--- src/rtl/synth_seq_pkg.sv ---
`timescale 1ns/1ps
`default_nettype none
//==============================================================================
// Module      : synth_seq_pkg
// Description : Shared types and constants for the note step sequencer.
// Revision    : 1.0 - initial release
//==============================================================================
package synth_seq_pkg;

    typedef enum logic [0:0] {
        IDLE = 1'b0,
        PLAY = 1'b1
    } seq_state_t;

    localparam int c_nbit_freq_adx = 7;
    localparam int c_entry_w       = c_nbit_freq_adx + 1;
    localparam int c_rest_bit      = c_nbit_freq_adx;
    localparam int c_min_tempo     = 2;

    // Pattern entry is {rest, note address}; rest sits just above the address.
    function automatic int entry_w(input int nbit_freq_adx);
        return nbit_freq_adx + 1;
    endfunction

    function automatic int rest_bit(input int nbit_freq_adx);
        return nbit_freq_adx;
    endfunction

endpackage
`default_nettype wire

--- src/rtl/note_seq_player_if.sv ---
`timescale 1ns/1ps
`default_nettype none
//==============================================================================
// Module      : note_seq_player_if
// Description : Control, pattern-write and generator-side signals of the player.
// Revision    : 1.0 - initial release
//==============================================================================
interface note_seq_player_if #(
    parameter int nbit_freq_adx = 7,
    parameter int nbit_bar      = 4,
    parameter int nbit_tempo    = 20
);
    logic                     start;
    logic                     stop;
    logic [nbit_tempo-1:0]    tempo_thr;
    logic [nbit_tempo-1:0]    gate_thr;
    logic [nbit_tempo-1:0]    click_thr;
    logic                     click_on;
    logic                     pat_we;
    logic [nbit_bar-1:0]      pat_wadx;
    logic [nbit_freq_adx:0]   pat_wdata;
    logic [nbit_freq_adx-1:0] per_adx_out;
    logic                     per_adx_valid_out;
    logic                     click_en_out;
    logic [nbit_bar-1:0]      step_idx;
    logic                     bar_start;
    logic                     busy;

    // Register/control side.
    modport master (
        output start, stop, tempo_thr, gate_thr, click_thr, click_on,
               pat_we, pat_wadx, pat_wdata,
        input  per_adx_out, per_adx_valid_out, click_en_out, step_idx,
               bar_start, busy
    );

    // Sequencer side.
    modport slave (
        input  start, stop, tempo_thr, gate_thr, click_thr, click_on,
               pat_we, pat_wadx, pat_wdata,
        output per_adx_out, per_adx_valid_out, click_en_out, step_idx,
               bar_start, busy
    );
endinterface
`default_nettype wire

--- src/rtl/seq_pattern_ram.sv ---
`timescale 1ns/1ps
`default_nettype none
//==============================================================================
// Module      : seq_pattern_ram
// Description : Pattern store, one write port, one synchronous read-first port.
// Revision    : 1.0 - initial release
//==============================================================================
module seq_pattern_ram #(
    parameter int NBIT_ADX  = 4,
    parameter int NBIT_DATA = 8
) (
    input  wire logic                 clk,
    input  wire logic                 i_we,
    input  wire logic [NBIT_ADX-1:0]  i_wadx,
    input  wire logic [NBIT_DATA-1:0] i_wdata,
    input  wire logic                 i_re,
    input  wire logic [NBIT_ADX-1:0]  i_radx,
    output logic      [NBIT_DATA-1:0] o_rdata
);
    logic [NBIT_DATA-1:0] r_mem [2**NBIT_ADX];

    always_ff @(posedge clk) begin
        if (i_re) begin
            o_rdata <= r_mem[i_radx];
        end
        if (i_we) begin
            r_mem[i_wadx] <= i_wdata;
        end
    end
endmodule
`default_nettype wire

--- src/rtl/note_seq_player.sv ---
`timescale 1ns/1ps
`default_nettype none
//==============================================================================
// Module      : note_seq_player
// Description : Step sequencer feeding note requests and metronome clicks to
//               the waveform generator.
// Revision    : 1.0 - initial release
//==============================================================================
module note_seq_player
    import synth_seq_pkg::*;
#(
    parameter int nbit_freq_adx = c_nbit_freq_adx,
    parameter int nbit_bar      = 4,
    parameter int nbit_tempo    = 20
) (
    input wire logic          clk,
    input wire logic          rstn,
    note_seq_player_if.slave  bus
);
    localparam int                    c_ent_w     = entry_w(nbit_freq_adx);
    localparam int                    c_rest      = rest_bit(nbit_freq_adx);
    localparam logic [nbit_tempo-1:0] c_tempo_min = nbit_tempo'(c_min_tempo);
    localparam logic [nbit_tempo-1:0] c_tick_one  = nbit_tempo'(1);

    seq_state_t               r_state, w_state_nxt;
    logic [nbit_tempo-1:0]    r_tick_cnt, r_tempo_q;
    logic [nbit_tempo-1:0]    w_tick_nxt, w_tempo_nxt, w_tempo_clamped;
    logic [nbit_bar-1:0]      r_step_idx, w_step_nxt;
    logic [c_ent_w-1:0]       w_ram_rdata;
    logic [nbit_freq_adx-1:0] r_per_adx;
    logic                     r_rest, r_valid, r_click, r_bar_start;
    logic                     w_play_nxt, w_ram_re, w_load_note, w_rest_cur;
    logic                     w_valid_nxt, w_click_nxt, w_bar_nxt;

    assign w_tempo_clamped = (bus.tempo_thr < c_tempo_min) ? c_tempo_min : bus.tempo_thr;

    always_ff @(posedge clk or negedge rstn) begin
        if (!rstn) begin
            r_state <= IDLE;
        end else begin
            r_state <= w_state_nxt;
        end
    end

    always_comb begin
        w_state_nxt = r_state;
        case (r_state)
            IDLE:    if (bus.start && !bus.stop) w_state_nxt = PLAY;
            PLAY:    if (bus.stop)               w_state_nxt = IDLE;
            default: w_state_nxt = IDLE;
        endcase
    end

    // Counters advance from the state being entered, so every output below can
    // be registered against the tick it will be shown on.
    always_comb begin
        w_tick_nxt  = r_tick_cnt;
        w_step_nxt  = r_step_idx;
        w_tempo_nxt = r_tempo_q;
        if (w_state_nxt == IDLE) begin
            w_tick_nxt = '0;
            w_step_nxt = '0;
        end else if (r_state == IDLE) begin
            w_tick_nxt  = '0;
            w_step_nxt  = '0;
            w_tempo_nxt = w_tempo_clamped;
        end else if (r_tick_cnt == r_tempo_q - 1'b1) begin
            w_tick_nxt  = '0;
            w_step_nxt  = r_step_idx + 1'b1;
            w_tempo_nxt = w_tempo_clamped;
        end else begin
            w_tick_nxt = r_tick_cnt + 1'b1;
        end
    end

    always_comb begin
        w_play_nxt  = (w_state_nxt == PLAY);
        w_ram_re    = w_play_nxt && (w_tick_nxt == '0);
        w_load_note = w_play_nxt && (w_tick_nxt == c_tick_one);
        w_rest_cur  = w_load_note ? w_ram_rdata[c_rest] : r_rest;
        // Tick 0 is always silent so the generator re-triggers on every note.
        w_valid_nxt = w_play_nxt && !w_rest_cur && (w_tick_nxt != '0)
                      && (w_tick_nxt <= bus.gate_thr);
        w_click_nxt = w_play_nxt && bus.click_on && (w_step_nxt[1:0] == 2'b00)
                      && (w_tick_nxt != '0) && (w_tick_nxt <= bus.click_thr);
        w_bar_nxt   = w_load_note && (w_step_nxt == '0);
    end

    seq_pattern_ram #(
        .NBIT_ADX  (nbit_bar),
        .NBIT_DATA (c_ent_w)
    ) u_pattern_ram (
        .clk     (clk),
        .i_we    (bus.pat_we),
        .i_wadx  (bus.pat_wadx),
        .i_wdata (bus.pat_wdata),
        .i_re    (w_ram_re),
        .i_radx  (w_step_nxt),
        .o_rdata (w_ram_rdata)
    );

    always_ff @(posedge clk or negedge rstn) begin
        if (!rstn) begin
            r_tick_cnt  <= '0;
            r_step_idx  <= '0;
            r_tempo_q   <= '0;
            r_per_adx   <= '0;
            r_rest      <= 1'b0;
            r_valid     <= 1'b0;
            r_click     <= 1'b0;
            r_bar_start <= 1'b0;
        end else begin
            r_tick_cnt  <= w_tick_nxt;
            r_step_idx  <= w_step_nxt;
            r_tempo_q   <= w_tempo_nxt;
            r_valid     <= w_valid_nxt;
            r_click     <= w_click_nxt;
            r_bar_start <= w_bar_nxt;
            if (w_load_note) begin
                r_per_adx <= w_ram_rdata[nbit_freq_adx-1:0];
                r_rest    <= w_ram_rdata[c_rest];
            end
        end
    end

    assign bus.per_adx_out       = r_per_adx;
    assign bus.per_adx_valid_out = r_valid;
    assign bus.click_en_out      = r_click;
    assign bus.step_idx          = r_step_idx;
    assign bus.bar_start         = r_bar_start;
    assign bus.busy              = (r_state == PLAY);
endmodule
`default_nettype wire

--- src/flat_wrapper.sv ---
// flat-port wrapper written by rule: the top's interface ports become plain ports
module note_seq_player_flat import synth_seq_pkg::*;
#(
    parameter int nbit_freq_adx = c_nbit_freq_adx,
    parameter int nbit_bar      = 4,
    parameter int nbit_tempo    = 20
)
  (clk, rstn, bus_start, bus_stop, bus_tempo_thr, bus_gate_thr, bus_click_thr, bus_click_on, bus_pat_we, bus_pat_wadx, bus_pat_wdata, bus_per_adx_out, bus_per_adx_valid_out, bus_click_en_out, bus_step_idx, bus_bar_start, bus_busy);
  note_seq_player_if #(.nbit_freq_adx(nbit_freq_adx), .nbit_bar(nbit_bar), .nbit_tempo(nbit_tempo)) bus_i ();
  input wire logic clk;
  input wire logic rstn;
  input wire logic [$bits(bus_i.start)-1:0] bus_start;
  input wire logic [$bits(bus_i.stop)-1:0] bus_stop;
  input wire logic [$bits(bus_i.tempo_thr)-1:0] bus_tempo_thr;
  input wire logic [$bits(bus_i.gate_thr)-1:0] bus_gate_thr;
  input wire logic [$bits(bus_i.click_thr)-1:0] bus_click_thr;
  input wire logic [$bits(bus_i.click_on)-1:0] bus_click_on;
  input wire logic [$bits(bus_i.pat_we)-1:0] bus_pat_we;
  input wire logic [$bits(bus_i.pat_wadx)-1:0] bus_pat_wadx;
  input wire logic [$bits(bus_i.pat_wdata)-1:0] bus_pat_wdata;
  output wire logic [$bits(bus_i.per_adx_out)-1:0] bus_per_adx_out;
  output wire logic [$bits(bus_i.per_adx_valid_out)-1:0] bus_per_adx_valid_out;
  output wire logic [$bits(bus_i.click_en_out)-1:0] bus_click_en_out;
  output wire logic [$bits(bus_i.step_idx)-1:0] bus_step_idx;
  output wire logic [$bits(bus_i.bar_start)-1:0] bus_bar_start;
  output wire logic [$bits(bus_i.busy)-1:0] bus_busy;
  assign bus_i.start = bus_start;
  assign bus_i.stop = bus_stop;
  assign bus_i.tempo_thr = bus_tempo_thr;
  assign bus_i.gate_thr = bus_gate_thr;
  assign bus_i.click_thr = bus_click_thr;
  assign bus_i.click_on = bus_click_on;
  assign bus_i.pat_we = bus_pat_we;
  assign bus_i.pat_wadx = bus_pat_wadx;
  assign bus_i.pat_wdata = bus_pat_wdata;
  assign bus_per_adx_out = bus_i.per_adx_out;
  assign bus_per_adx_valid_out = bus_i.per_adx_valid_out;
  assign bus_click_en_out = bus_i.click_en_out;
  assign bus_step_idx = bus_i.step_idx;
  assign bus_bar_start = bus_i.bar_start;
  assign bus_busy = bus_i.busy;
  note_seq_player #(.nbit_freq_adx(nbit_freq_adx), .nbit_bar(nbit_bar), .nbit_tempo(nbit_tempo)) u_core (.clk(clk), .rstn(rstn), .bus(bus_i));
endmodule
--- config.mk ---
export PLATFORM = sky130hd
export DESIGN_NAME = note_seq_player_flat
export DESIGN_NICKNAME = d
export VERILOG_FILES = /design/src/rtl/synth_seq_pkg.sv /design/src/rtl/note_seq_player_if.sv /design/src/rtl/seq_pattern_ram.sv /design/src/rtl/note_seq_player.sv /design/src/flat_wrapper.sv
export SDC_FILE = /design/constraint.sdc
export NUM_CORES = 1
export LEC_CHECK = 0
export CAP_MARGIN = 20
export CORE_ASPECT_RATIO = 1.1
export CORE_UTILIZATION = 45
export DETAILED_ROUTE_END_ITERATION = 6
export GPL_ROUTABILITY_DRIVEN = 0
export PLACE_DENSITY = 0.65
export SLEW_MARGIN = 20
export SYNTH_ARGS = -nofsm -noshare
export SYNTH_HDL_FRONTEND = slang
export SYNTH_SLANG_ARGS = --single-unit
--- constraint.sdc ---
create_clock -name clk -period 5.05 [get_ports clk]
set_input_delay 0.505 -clock clk [delete_from_list [all_inputs] [get_ports clk]]
set_output_delay 0.505 -clock clk [all_outputs]
set_load 0.03 [all_outputs]
==> flow_summary.json <==
{
  "first_pass_iters": 5,
  "ant_nets": 0,
  "pwr-share-comb_pct": 11.3,
  "skew_ns": 0.00964,
  "antenna_found_initial": 0,
  "h-tree-depth": 4,
  "synth_area_leaders": "edfxtp_1 42%, dfrtp_1 14%, ha_1 5.5%, nand2_1 4.5%, mux2_2 2.7%",
  "hold_buffers": 0,
  "avgRoutedWirePerCell_um": 18.7,
  "cts_max_path_buffers": 2,
  "yosysMostFrequentCell": "edfxtp_1",
  "fp.dieW_um": 143,
  "die_y_um": 157,
  "floorplan.initialDensity_pct": 46.0,
  "critical_path.most_common_cell": "a21o_1",
  "switching_share_pct": 26.6,
  "drc": 0,
  "area_growth_pct": 19.3,
  "grt_pass1_wl_um": 37200,
  "io_pins": 93,
  "num_vias": 6922,
  "first_iter_violations": 621,
  "vias_per_cell": 5.43,
  "power_density_nw_per_um2": 306,
  "cpLargestDelayFamily": "simple AND/OR/NAND/NOR gates",
  "endpoint_kind": "flop",
  "dpl.hpwl_um": 17200,
  "worst-setup-path-type": "reg2reg",
  "coreArea_um2": 21400,
  "maxSlewHeadroom_pct": 28.7,
  "finalCritPeriodShare_pct": 92.8,
  "place_area_um2": 11100,
  "p_sw_uw": 956,
  "numPortBuffers": 92,
  "syn_nets": 995,
  "die_area_um2": 22500,
  "synth_cell_types": 65,
  "worstPathArrival_ns": 5.06,
  "finalSetupViolations": 0,
  "clock-root-buffer": "clkbuf_16",
  "final_nets": 1092,
  "clkTransAtPathRegs_ns": 0.07,
  "drive_gt1_share_pct": 10.4,
  "crit_chain": "inv_1, ha_1, or4b_4, o32a_1, nor4b_2, nand3_1, nor4_4, nand3_4, nand2_2, nor2_1, ha_1, a21o_1, a21o_1, a21o_1, a21oi_1, nor2b_1, o21ai_0, nand2b_1, a21oi_1, nor3_1, o22ai_1, and4_1",
  "power_frac_clock_pct": 37.6,
  "synth_seq_area_share_pct": 55.8,
  "hold_violations": 0,
  "avgSynthCellArea_um2": 11.3,
  "totalWireLength_um": 23800,
  "critPathSlowestCell": "or4b_4",
  "hold_class": "in2async",
  "maxCapViolCount": 0,
  "max_freq_ghz": 0.213,
  "synth_top_cell_by_area": "edfxtp_1",
  "first_global_vias": 6899,
  "stdcell_area_um2": 11700,
  "syn_inst": 874,
  "p_seq_share_pct": 51.1,
  "core.rowCount": 56,
  "cts_sinks": 192,
  "start_kind": "flop",
  "insertedDiodeCount": 0,
  "intPower_uw": 2640,
  "yosysWarnings": 0,
  "cts_made_buffers": 17,
  "ys_ff_latch": 192,
  "postSynth.asyncResetShare_pct": 29.2,
  "required_ns": 5.42,
  "worst_slew_pin_slew_ns": 1.07,
  "ir_worst_vdd_v": 0.000249,
  "yosys.area.top_type_share_pct": 41.5,
  "worstPathMaxFanout": 11,
  "cp_slowest_stage_delay_ns": 0.53,
  "rsz0062_at_grt": "false",
  "track_usage_pct": 22.4,
  "slew_viol_final": 0,
  "synth_flop_cell": "edfxtp_1",
  "grt_max_degree": 57,
  "status": "finished clean",
  "synth_common_cells": "136 x edfxtp_1, 117 x nand2_1, 59 x nor2_1, 56 x dfrtp_1",
  "syn_area_um2": 9840,
  "cts_tree": "done",
  "leakagePower_uw": 0.00466,
  "grt_remaining_overflow": 0,
  "path_buf_inv": 1,
  "insertion_delay_ns": 0.44,
  "setup_tns_ns": 0,
  "min_period_ns": 4.69,
  "synth_edf_count": 136
}
layout make-up:
| type | count | area, µm² |
|---|---|---|
| fillers | 1853 | 9630 |
| flip-flops and latches | 192 | 5490 |
| multi-input cells | 599 | 4000 |
| repair buffers | 114 | 1090 |
| clock buffers | 18 | 429 |
| well taps | 290 | 363 |
| clock inverters | 14 | 183 |
| inverters | 47 | 181 |
worst paths after layout:
kind                                                  from                   endpoint  slack, ns  cells past startpoint
max                                    u_core.r_tempo_q[0]    u_core.bus.click_en_out       0.36                     22
min                                                   rstn       u_core.r_tick_cnt[6]       0.21                      2
max reg2reg                            u_core.r_tempo_q[0]    u_core.bus.click_en_out       0.36                     22
min reg2reg                u_core.u_pattern_ram.o_rdata[0]  u_core.bus.per_adx_out[0]       0.48                      1
max in group asynchronous                             rstn  u_core.bus.per_adx_out[4]       4.34                      2
min in group clk           u_core.u_pattern_ram.o_rdata[0]  u_core.bus.per_adx_out[0]       0.48                      1
worst register-to-register path, cell delays in order (launching register included):
cell	delay [ns]
dfrtp_1	0.43
inv_1	0.09
ha_1	0.28
or4b_4	0.53
o32a_1	0.20
nor4b_2	0.21
nand3_1	0.17
nor4_4	0.26
nand3_4	0.22
nand2_2	0.26
nor2_1	0.13
ha_1	0.31
a21o_1	0.16
a21o_1	0.16
a21o_1	0.17
a21oi_1	0.14
nor2b_1	0.06
o21ai_0	0.16
nand2b_1	0.08
a21oi_1	0.19
nor3_1	0.08
o22ai_1	0.14
and4_1	0.20
power by group through the flow:
stage / Sequential, µW / Clock (µW) / Combinational, µW
finish: 1840 / 1350 / 405
global route: 1850 / 1440 / 443
CTS: 1840 / 1380 / 409
detailed placement: 1870 / 0 / 405
global placement: 1870 / 0 / 402
floorplan: 1870 / 0 / 209
state kept, by name (all words and copies together), names as in the netlist:
register	cells
u_core.bus.per_adx_out	7
u_core.r_tempo_q	20
u_core.bus.step_idx	4
u_core.bus.per_adx_valid_out	1
u_core.u_pattern_ram.o_rdata	8
u_core.r_tick_cnt	20
u_core.bus.click_en_out	1
u_core.u_pattern_ram.r_mem	128
u_core.bus.busy	1
u_core.r_rest	1
u_core.bus.bar_start	1
layout by cell type (no fill, tap or decap), types with 3 or more instances in the layout:
cell type / synthesis / final
ha_1: 43 / 43
edfxtp_1: 136 / 136
o31ai_1: 3 / 3
mux2_2: 24 / 24
dfrtp_1: 56 / 56
inv_8: 0 / 3
clkinv_8: 0 / 7
clkbuf_16: 0 / 17
o211ai_1: 4 / 4
nand4b_1: 3 / 3
nor2b_1: 10 / 10
mux2i_1: 19 / 19
inv_1: 45 / 45
nand3_1: 21 / 21
nand3b_1: 5 / 5
nand2_1: 117 / 117
or3_1: 4 / 4
and3_1: 20 / 20
buf_4: 0 / 21
and4_1: 3 / 3
nand4_1: 19 / 19
xnor2_1: 28 / 28
xor2_1: 17 / 17
nor2_1: 59 / 59
nor3_2: 2 / 3
nor3_1: 28 / 27
nor4_4: 3 / 3
nor4_1: 17 / 17
a32oi_1: 8 / 8
o21ai_0: 26 / 26
a21o_1: 15 / 15
a21oi_1: 45 / 44
or4_1: 4 / 4
a31oi_1: 4 / 4
clkdlybuf4s50_1: 0 / 91
nand2b_1: 11 / 11
o221ai_1: 3 / 3
inv_6: 0 / 4
cell families (layout without fill, tap and decap cells):
logic type               count (synthesis)  count (layout)  synth area share, %
AO/OA/AOI/OAI                          121             121                 7.63
XOR/XNOR                                45              45                 4.01
adder cells (fa/ha/maj)                 44              44                 5.57
buffers and inverters                   83             193                 3.69
flip-flops                             192             192                 55.8
multiplexers                            46              46                 5.22
AND/OR/NAND/NOR                        343             343                 18.1
through the flow:
stage	power [µW]	instances	hold WS, ns	setup slack (ns)	util, %
final	3600	1274	0.209	0.363	54.9
after global placement	2270	1242	0.460	0.545	52.0
after floorplan	2080	874	0.209	0.636	-
after global routing	3730	1274	0.260	0.0646	54.9
after detailed placement	2280	1242	0.471	0.400	52.0
after CTS	3620	1274	0.244	0.360	54.9
repair_timing:
action	4_1_cts	5_1_grt
gates resized for setup	0	1
setup buffers	0	0
setup endpoints to repair	0	2
metal layers:
layer,vias up,GRT usage (%),wire length [µm]
li1,3367,-,-
met1,3339,27.4,10100
met2,181,39.9,12300
met3,35,3.62,846
met4,0,7.89,574
met5,-,0,0
No activity file was read; power rests on OpenSTA's default activity.
